### config.mk
export PLATFORM = sky130hd
export DESIGN_NAME = pwm_deadtime_gen_flat
export DESIGN_NICKNAME = d
export VERILOG_FILES = /design/src/rtl/pwm_dt_pkg.sv /design/src/rtl/pwm_deadtime_gen_if.sv /design/src/rtl/pwm_dt_timer.sv /design/src/rtl/pwm_deadtime_gen.sv /design/src/flat_wrapper.sv
export SDC_FILE = /design/constraint.sdc
export NUM_CORES = 1
export LEC_CHECK = 0
export ABC_AREA = 1
export ABC_CLOCK_PERIOD_IN_PS = 2400
export CAP_MARGIN = 20
export CELL_PAD_IN_SITES_DETAIL_PLACEMENT = 2
export CELL_PAD_IN_SITES_GLOBAL_PLACEMENT = 2
export CORE_ASPECT_RATIO = 0.8
export CORE_MARGIN = 2
export CORE_UTILIZATION = 32
export CTS_BUF_LIST = sky130_fd_sc_hd__clkbuf_8
export CTS_CLUSTER_SIZE = 20
export DETAILED_ROUTE_END_ITERATION = 8
export PLACE_DENSITY_LB_ADDON = 0.1
export RECOVER_POWER = 100
export SETUP_SLACK_MARGIN = 0.4
export SYNTH_ARGS = -nofsm -noshare
export SYNTH_HDL_FRONTEND = slang
export SYNTH_SLANG_ARGS = --single-unit
### constraint.sdc
create_clock -name clk -period 2.4 [get_ports clk]
set_clock_uncertainty 0.2 [all_clocks]
set_input_delay 0.36 -clock clk [delete_from_list [all_inputs] [get_ports clk]]
set_output_delay 0.36 -clock clk [all_outputs]
set_load 0.02 [all_outputs]
### src/rtl/pwm_dt_pkg.sv
// pwm_dt_pkg: shared state encoding and default sizing for the dead-time generator
package pwm_dt_pkg;
    localparam int DT_W_DEF       = 4;
    localparam int DEFAULT_DT_DEF = 2;
    localparam int DROP_W_DEF     = 8;

    typedef enum logic [2:0] {
        OFF      = 3'd0,
        LS_ON    = 3'd1,
        DT_TO_HS = 3'd2,
        HS_ON    = 3'd3,
        DT_TO_LS = 3'd4,
        FAULT    = 3'd5
    } state_t;
endpackage

### src/rtl/pwm_deadtime_gen_if.sv
// pwm_deadtime_gen_if: control inputs and gate-drive outputs of one half-bridge leg
interface pwm_deadtime_gen_if #(
    parameter int DT_W   = 4,
    parameter int DROP_W = 8
);
    logic              pwm_in;
    logic [DT_W-1:0]   dt_cfg;
    logic              dt_load;
    logic              fault_in;
    logic              fault_clr;
    logic              hs_out;
    logic              ls_out;
    logic              fault_latched;
    logic [DROP_W-1:0] drop_cnt;

    modport master (
        output pwm_in, dt_cfg, dt_load, fault_in, fault_clr,
        input  hs_out, ls_out, fault_latched, drop_cnt
    );

    modport slave (
        input  pwm_in, dt_cfg, dt_load, fault_in, fault_clr,
        output hs_out, ls_out, fault_latched, drop_cnt
    );
endinterface

### src/rtl/pwm_dt_timer.sv
// pwm_dt_timer: loadable down-counter that stops at zero
module pwm_dt_timer #(
    parameter int W = 4
) (
    input  logic         clk,
    input  logic         rst,
    input  logic         load,
    input  logic         dec,
    input  logic [W-1:0] load_val,
    output logic [W-1:0] cnt,
    output logic         zero
);
    assign zero = cnt == '0;

    always_ff @(posedge clk or posedge rst) begin
        if (rst) cnt <= '0;
        else if (load) cnt <= load_val;
        else if (dec && !zero) cnt <= cnt - 1'b1;
    end
endmodule

### src/rtl/pwm_deadtime_gen.sv
// pwm_deadtime_gen: complementary gate drive with dead time, pulse swallowing and fault latch
module pwm_deadtime_gen
    import pwm_dt_pkg::*;
#(
    parameter int DT_W       = DT_W_DEF,
    parameter int DEFAULT_DT = DEFAULT_DT_DEF,
    parameter int DROP_W     = DROP_W_DEF
) (
    input logic clk,
    input logic rst,
    pwm_deadtime_gen_if.slave bus
);
    state_t            state, nxt;
    logic              pwm_q, load, drop, cnt_zero, dec;
    logic [DT_W-1:0]   dt_reg, dt_eff, cnt;
    logic              hs_q, ls_q, fl_q;
    logic [DROP_W-1:0] drop_q;

    // a zero setting still gives one both-low cycle
    assign dt_eff = (dt_reg == '0) ? DT_W'(1) : dt_reg;
    assign dec    = (state == DT_TO_HS) || (state == DT_TO_LS);

    pwm_dt_timer #(.W(DT_W)) u_timer (
        .clk(clk),
        .rst(rst),
        .load(load),
        .dec(dec),
        .load_val(dt_eff - 1'b1),
        .cnt(cnt),
        .zero(cnt_zero)
    );

    always_comb begin
        nxt  = state;
        load = 1'b0;
        drop = 1'b0;
        case (state)
            OFF: begin
                nxt  = pwm_q ? DT_TO_HS : DT_TO_LS;
                load = 1'b1;
            end
            LS_ON: if (pwm_q) begin
                nxt  = DT_TO_HS;
                load = 1'b1;
            end
            HS_ON: if (!pwm_q) begin
                nxt  = DT_TO_LS;
                load = 1'b1;
            end
            // returning to the side that was on means the pulse was swallowed
            DT_TO_HS, DT_TO_LS: if (cnt_zero) begin
                nxt  = pwm_q ? HS_ON : LS_ON;
                drop = pwm_q ^ (state == DT_TO_HS);
            end
            FAULT: if (bus.fault_clr && !bus.fault_in) nxt = OFF;
            default: nxt = OFF;
        endcase
        if (bus.fault_in) begin
            nxt  = FAULT;
            load = 1'b0;
            drop = 1'b0;
        end
    end

    always_ff @(posedge clk or posedge rst) begin
        if (rst) begin
            state  <= OFF;
            pwm_q  <= 1'b0;
            dt_reg <= DT_W'(DEFAULT_DT);
            hs_q   <= 1'b0;
            ls_q   <= 1'b0;
            fl_q   <= 1'b0;
            drop_q <= '0;
        end else begin
            state  <= nxt;
            pwm_q  <= bus.pwm_in;
            hs_q   <= nxt == HS_ON;
            ls_q   <= nxt == LS_ON;
            fl_q   <= nxt == FAULT;
            if (bus.dt_load) dt_reg <= bus.dt_cfg;
            if (drop && drop_q != '1) drop_q <= drop_q + 1'b1;
        end
    end

    assign bus.hs_out        = hs_q;
    assign bus.ls_out        = ls_q;
    assign bus.fault_latched = fl_q;
    assign bus.drop_cnt      = drop_q;
endmodule

### src/flat_wrapper.sv
// flat-port wrapper written by rule: the top's interface ports become plain ports
module pwm_deadtime_gen_flat import pwm_dt_pkg::*;
#(
    parameter int DT_W       = DT_W_DEF,
    parameter int DEFAULT_DT = DEFAULT_DT_DEF,
    parameter int DROP_W     = DROP_W_DEF
)
  (clk, rst, bus_pwm_in, bus_dt_cfg, bus_dt_load, bus_fault_in, bus_fault_clr, bus_hs_out, bus_ls_out, bus_fault_latched, bus_drop_cnt);
  pwm_deadtime_gen_if #(.DT_W(DT_W), .DROP_W(DROP_W)) bus_i ();
  input logic clk;
  input logic rst;
  input wire logic [$bits(bus_i.pwm_in)-1:0] bus_pwm_in;
  input wire logic [$bits(bus_i.dt_cfg)-1:0] bus_dt_cfg;
  input wire logic [$bits(bus_i.dt_load)-1:0] bus_dt_load;
  input wire logic [$bits(bus_i.fault_in)-1:0] bus_fault_in;
  input wire logic [$bits(bus_i.fault_clr)-1:0] bus_fault_clr;
  output wire logic [$bits(bus_i.hs_out)-1:0] bus_hs_out;
  output wire logic [$bits(bus_i.ls_out)-1:0] bus_ls_out;
  output wire logic [$bits(bus_i.fault_latched)-1:0] bus_fault_latched;
  output wire logic [$bits(bus_i.drop_cnt)-1:0] bus_drop_cnt;
  assign bus_i.pwm_in = bus_pwm_in;
  assign bus_i.dt_cfg = bus_dt_cfg;
  assign bus_i.dt_load = bus_dt_load;
  assign bus_i.fault_in = bus_fault_in;
  assign bus_i.fault_clr = bus_fault_clr;
  assign bus_hs_out = bus_i.hs_out;
  assign bus_ls_out = bus_i.ls_out;
  assign bus_fault_latched = bus_i.fault_latched;
  assign bus_drop_cnt = bus_i.drop_cnt;
  pwm_deadtime_gen #(.DT_W(DT_W), .DEFAULT_DT(DEFAULT_DT), .DROP_W(DROP_W)) u_core (.clk(clk), .rst(rst), .bus(bus_i));
endmodule
==> load_flow_metrics.sql <==
INSERT INTO impl_metrics (metric_group, metric, value, unit) VALUES
('grt', 'global_route.overflow_total', '0', ''),
('cells_and_area', 'antenna-diode-count', '0', ''),
('yosys', 'synth_cell_types', '25', ''),
('timing', 'clock.fmax', '490', 'MHz'),
('yosys', 'synth-edff-count', '0', ''),
('pwr', 'powerDensity', '904', 'nW/um2'),
('timing', 'max_slew_margin', '47.7', '%'),
('grt', 'grt_pass1_wl', '5930', 'um'),
('floorplan', 'die_area', '4510', 'um2'),
('cells_and_area', 'largest_reg_flops', '8', ''),
('pwr', 'power.leakage', '0.000813', 'uW'),
('yosys', 'syn-instance-count', '159', ''),
('cts', 'tritoncts', 'yes', ''),
('worst_setup_path', 'worstSetupPathDepth', '7', ''),
('timing', 'post-route-worst-setup-slack', '0.360', 'ns'),
('pwr', 'peakVddDrop', '0.000391', 'V'),
('grt', 'largest_net_degree_at_the_start_of_global_routing', '15', ''),
('worst_setup_path', 'worstSetupEndpointType', 'flip-flop', ''),
('grt', 'vias_in_the_first_global_route', '1309', ''),
('floorplan', 'die_x', '74.6', 'um'),
('cells_and_area', 'filler_cell_count', '467', ''),
('cells_and_area', 'layout.nets', '203', ''),
('yosys', 'synth.yosys.seq_area_share', '45.2', '%'),
('yosys', 'ys_warn_count', '0', ''),
('yosys', 'synth.most_common_cell', 'sky130_fd_sc_hd__nand2_1', ''),
('outcome', 'status', 'completed', ''),
('floorplan', 'placeableCoreArea', '3800', 'um2'),
('yosys', 'postSynth.topFlopCell', 'sky130_fd_sc_hd__dfrtp_1', ''),
('worst_setup_path', 'setup.worst_path.class', 'flip-flop to flip-flop', ''),
('detailed_routing', 'detail_route.drc_violations', '0', ''),
('detailed_routing', 'dr_total_vias', '1179', ''),
('detailed_routing', 'avgViaCountPerCell', '4.81', ''),
('detailed_routing', 'first_iter_violations', '30', ''),
('worst_setup_path', 'path_cells', 'ha_1, nand3_2, nor3_4, nand3_1, nand2_2, xor2_1, inv_1', ''),
('worst_setup_path', 'crit_path_max_fanout', '6', ''),
('flow_run', 'maximum_capacitance_violations', '0', ''),
('placement', 'port-buffer-count', '20', ''),
('floorplan', 'die_height', '60.5', 'um'),
('worst_setup_path', 'timing.critical_path.slowest_cell_delay', '0.41', 'ns'),
('worst_setup_path', 'critPathBufInv', '1', ''),
('worst_setup_path', 'timing.reg2reg.worst_path_depth', '7', ''),
('timing', 'timing.final.hold_violations', '0', ''),
('cts', 'htree_levels', '1', ''),
('timing', 'timing.final.setup_violations', '0', ''),
('yosys', 'async_reset_ff_share', '100', '%'),
('timing', 'finalWorstPathRequiredPeriod', '2.04', 'ns'),
('cts', 'cts-buffers-inserted', '3', ''),
('placement', 'pre_cts_ws', '0.305', 'ns'),
('min_path', 'hold_path_class', 'input pin to async pin', ''),
('yosys', 'synth_top_cells_by_count', 'sky130_fd_sc_hd__nand2_1 (42), sky130_fd_sc_hd__inv_1 (28), sky130_fd_sc_hd__dfrtp_1 (22), sky130_fd_sc_hd__nand3_1 (12), sky130_fd_sc_hd__o21ai_0 (11)', ''),
('cts', 'cts-hold-fix-buffers', '0', ''),
('worst_setup_path', 'arrival', '2.01', 'ns'),
('detailed_routing', 'routed_wl', '3620', 'um'),
('grt', 'grt_usage', '17.6', '%'),
('timing', 'timing.final.max_slew_violations', '0', ''),
('worst_setup_path', 'critPathRequiredTime', '2.37', 'ns'),
('placement', 'dp_hpwl', '2690', 'um'),
('floorplan', 'design.portCount', '21', ''),
('yosys', 'syn_nets', '171', ''),
('yosys', 'synth.cell_area', '1270', 'um2'),
('detailed_routing', 'ant_nets', '0', ''),
('floorplan', 'initial_core_util', '33.5', '%'),
('cts', 'cts_buffer_depth', '2', ''),
('worst_setup_path', 'critPathTopFamily', 'simple AND/OR/NAND/NOR gates', ''),
('placement', 'gp_routability_congestion', '0.730', ''),
('detailed_routing', 'detailedRoute.firstPassIterationCount', '4', ''),
('grt', 'antenna_found_initial', '0', ''),
('yosys', 'postSynthRegisterBits', '23', ''),
('yosys', 'syn_avg_cell_area', '8.02', 'um2'),
('floorplan', 'rows', '20', ''),
('timing', 'tightest_slew', '0.784', 'ns');
[routing by layer]
layer	vias to the layer above	GRT usage, %	share of wire [%]
met3	4	3.99	3.1
met1	591	20.4	43
li1	567	-	-
met5	-	0	0
met2	17	32.6	54
met4	0	5.10	0.75
[cell families after synthesis]
kind of cell               count (synthesis)  synth area share (%)
and+or+nand+nor                           81                  31.2
buffers and inverters                     30                  8.83
DFF                                       23                  45.2
AOI/OAI and AO/OA                         16                  7.75
xor gates and xnor gates                   6                  4.12
adders and majority gates                  2                  1.96
muxes                                      1                 0.883
[where the power goes]
group | switching (uW) | internal (uW) | leakage [uW]
Clock | 134 | 115 | 0.0000269
Sequential | 73.4 | 484 | 0.000277
Combinational | 424 | 265 | 0.000509
Total | 631 | 864 | 0.000813
[path summary, 6_finish.rpt]
path | slack (ns) | endpoint | startpoint
max in group asynchronous | 0.61 | u_core.state[1]$_DFF_PP0_ | rst
hold / removal | 0.30 | u_core.u_timer.cnt[2]$_DFFE_PP0P_ | rst
setup / recovery | 0.36 | u_core.bus.drop_cnt[0]$_DFFE_PP0P_ | u_core.bus.drop_cnt[1]$_DFFE_PP0P_
hold reg to reg | 0.33 | u_core.dt_reg[0]$_DFFE_PP0P_ | u_core.dt_reg[0]$_DFFE_PP0P_
min in group clk | 0.33 | u_core.dt_reg[0]$_DFFE_PP0P_ | u_core.dt_reg[0]$_DFFE_PP0P_
setup reg to reg | 0.36 | u_core.bus.drop_cnt[0]$_DFFE_PP0P_ | u_core.bus.drop_cnt[1]$_DFFE_PP0P_
[layout by cell type (no fill, tap or decap), drive strengths merged]
cell type,Yosys,final
inv,30,31
nand2,45,45
nand3b,1,1
a21oi,2,2
ha,2,2
buf,0,5
clkbuf,0,5
o21ai,13,13
nor2,8,8
clkdlybuf4s50,0,5
dfrtp,22,22
xnor2,1,1
dfstp,1,1
nand4,7,7
nand3,14,14
dlygate4sd3,0,15
nor3,5,5
mux2,1,1
and2,1,1
o2111ai,1,1
xor2,5,5
[cell type report]
cell class                 instances  area [um2]  area share, %
multi-input combinational        106         599           36.2
sequential                        23         579           35.0
timing repair buffer              27         249           15.1
inverter                          30         113           6.81
tap                               55        68.8           4.16
clock buffer                       3        41.3           2.50
clock inverter                     1        3.75          0.227
[per-stage QoR]
stage	power [uW]	hold slack, ns	utilization, %	std cells	cell area [um2]
4_1_cts	1480	0.181	42.1	239	1600
3_3_place_gp	1170	0.275	40.8	235	1550
2_1_floorplan	994	0.161	-	159	1270
3_5_place_dp	1220	0.308	40.8	235	1550
5_1_grt	1630	0.339	43.5	245	1650
6_report	1490	0.301	43.5	245	1650
[timing repair]
| item | 4_1_cts | 5_1_grt |
|---|---|---|
| pin swaps | 0 | 1 |
| gates cloned | 0 | 0 |
| resized for setup | 1 | 10 |
| setup endpoints to repair | 6 | 9 |
| buffers inserted | 0 | 6 |
(Power assumes the default switching activity.)
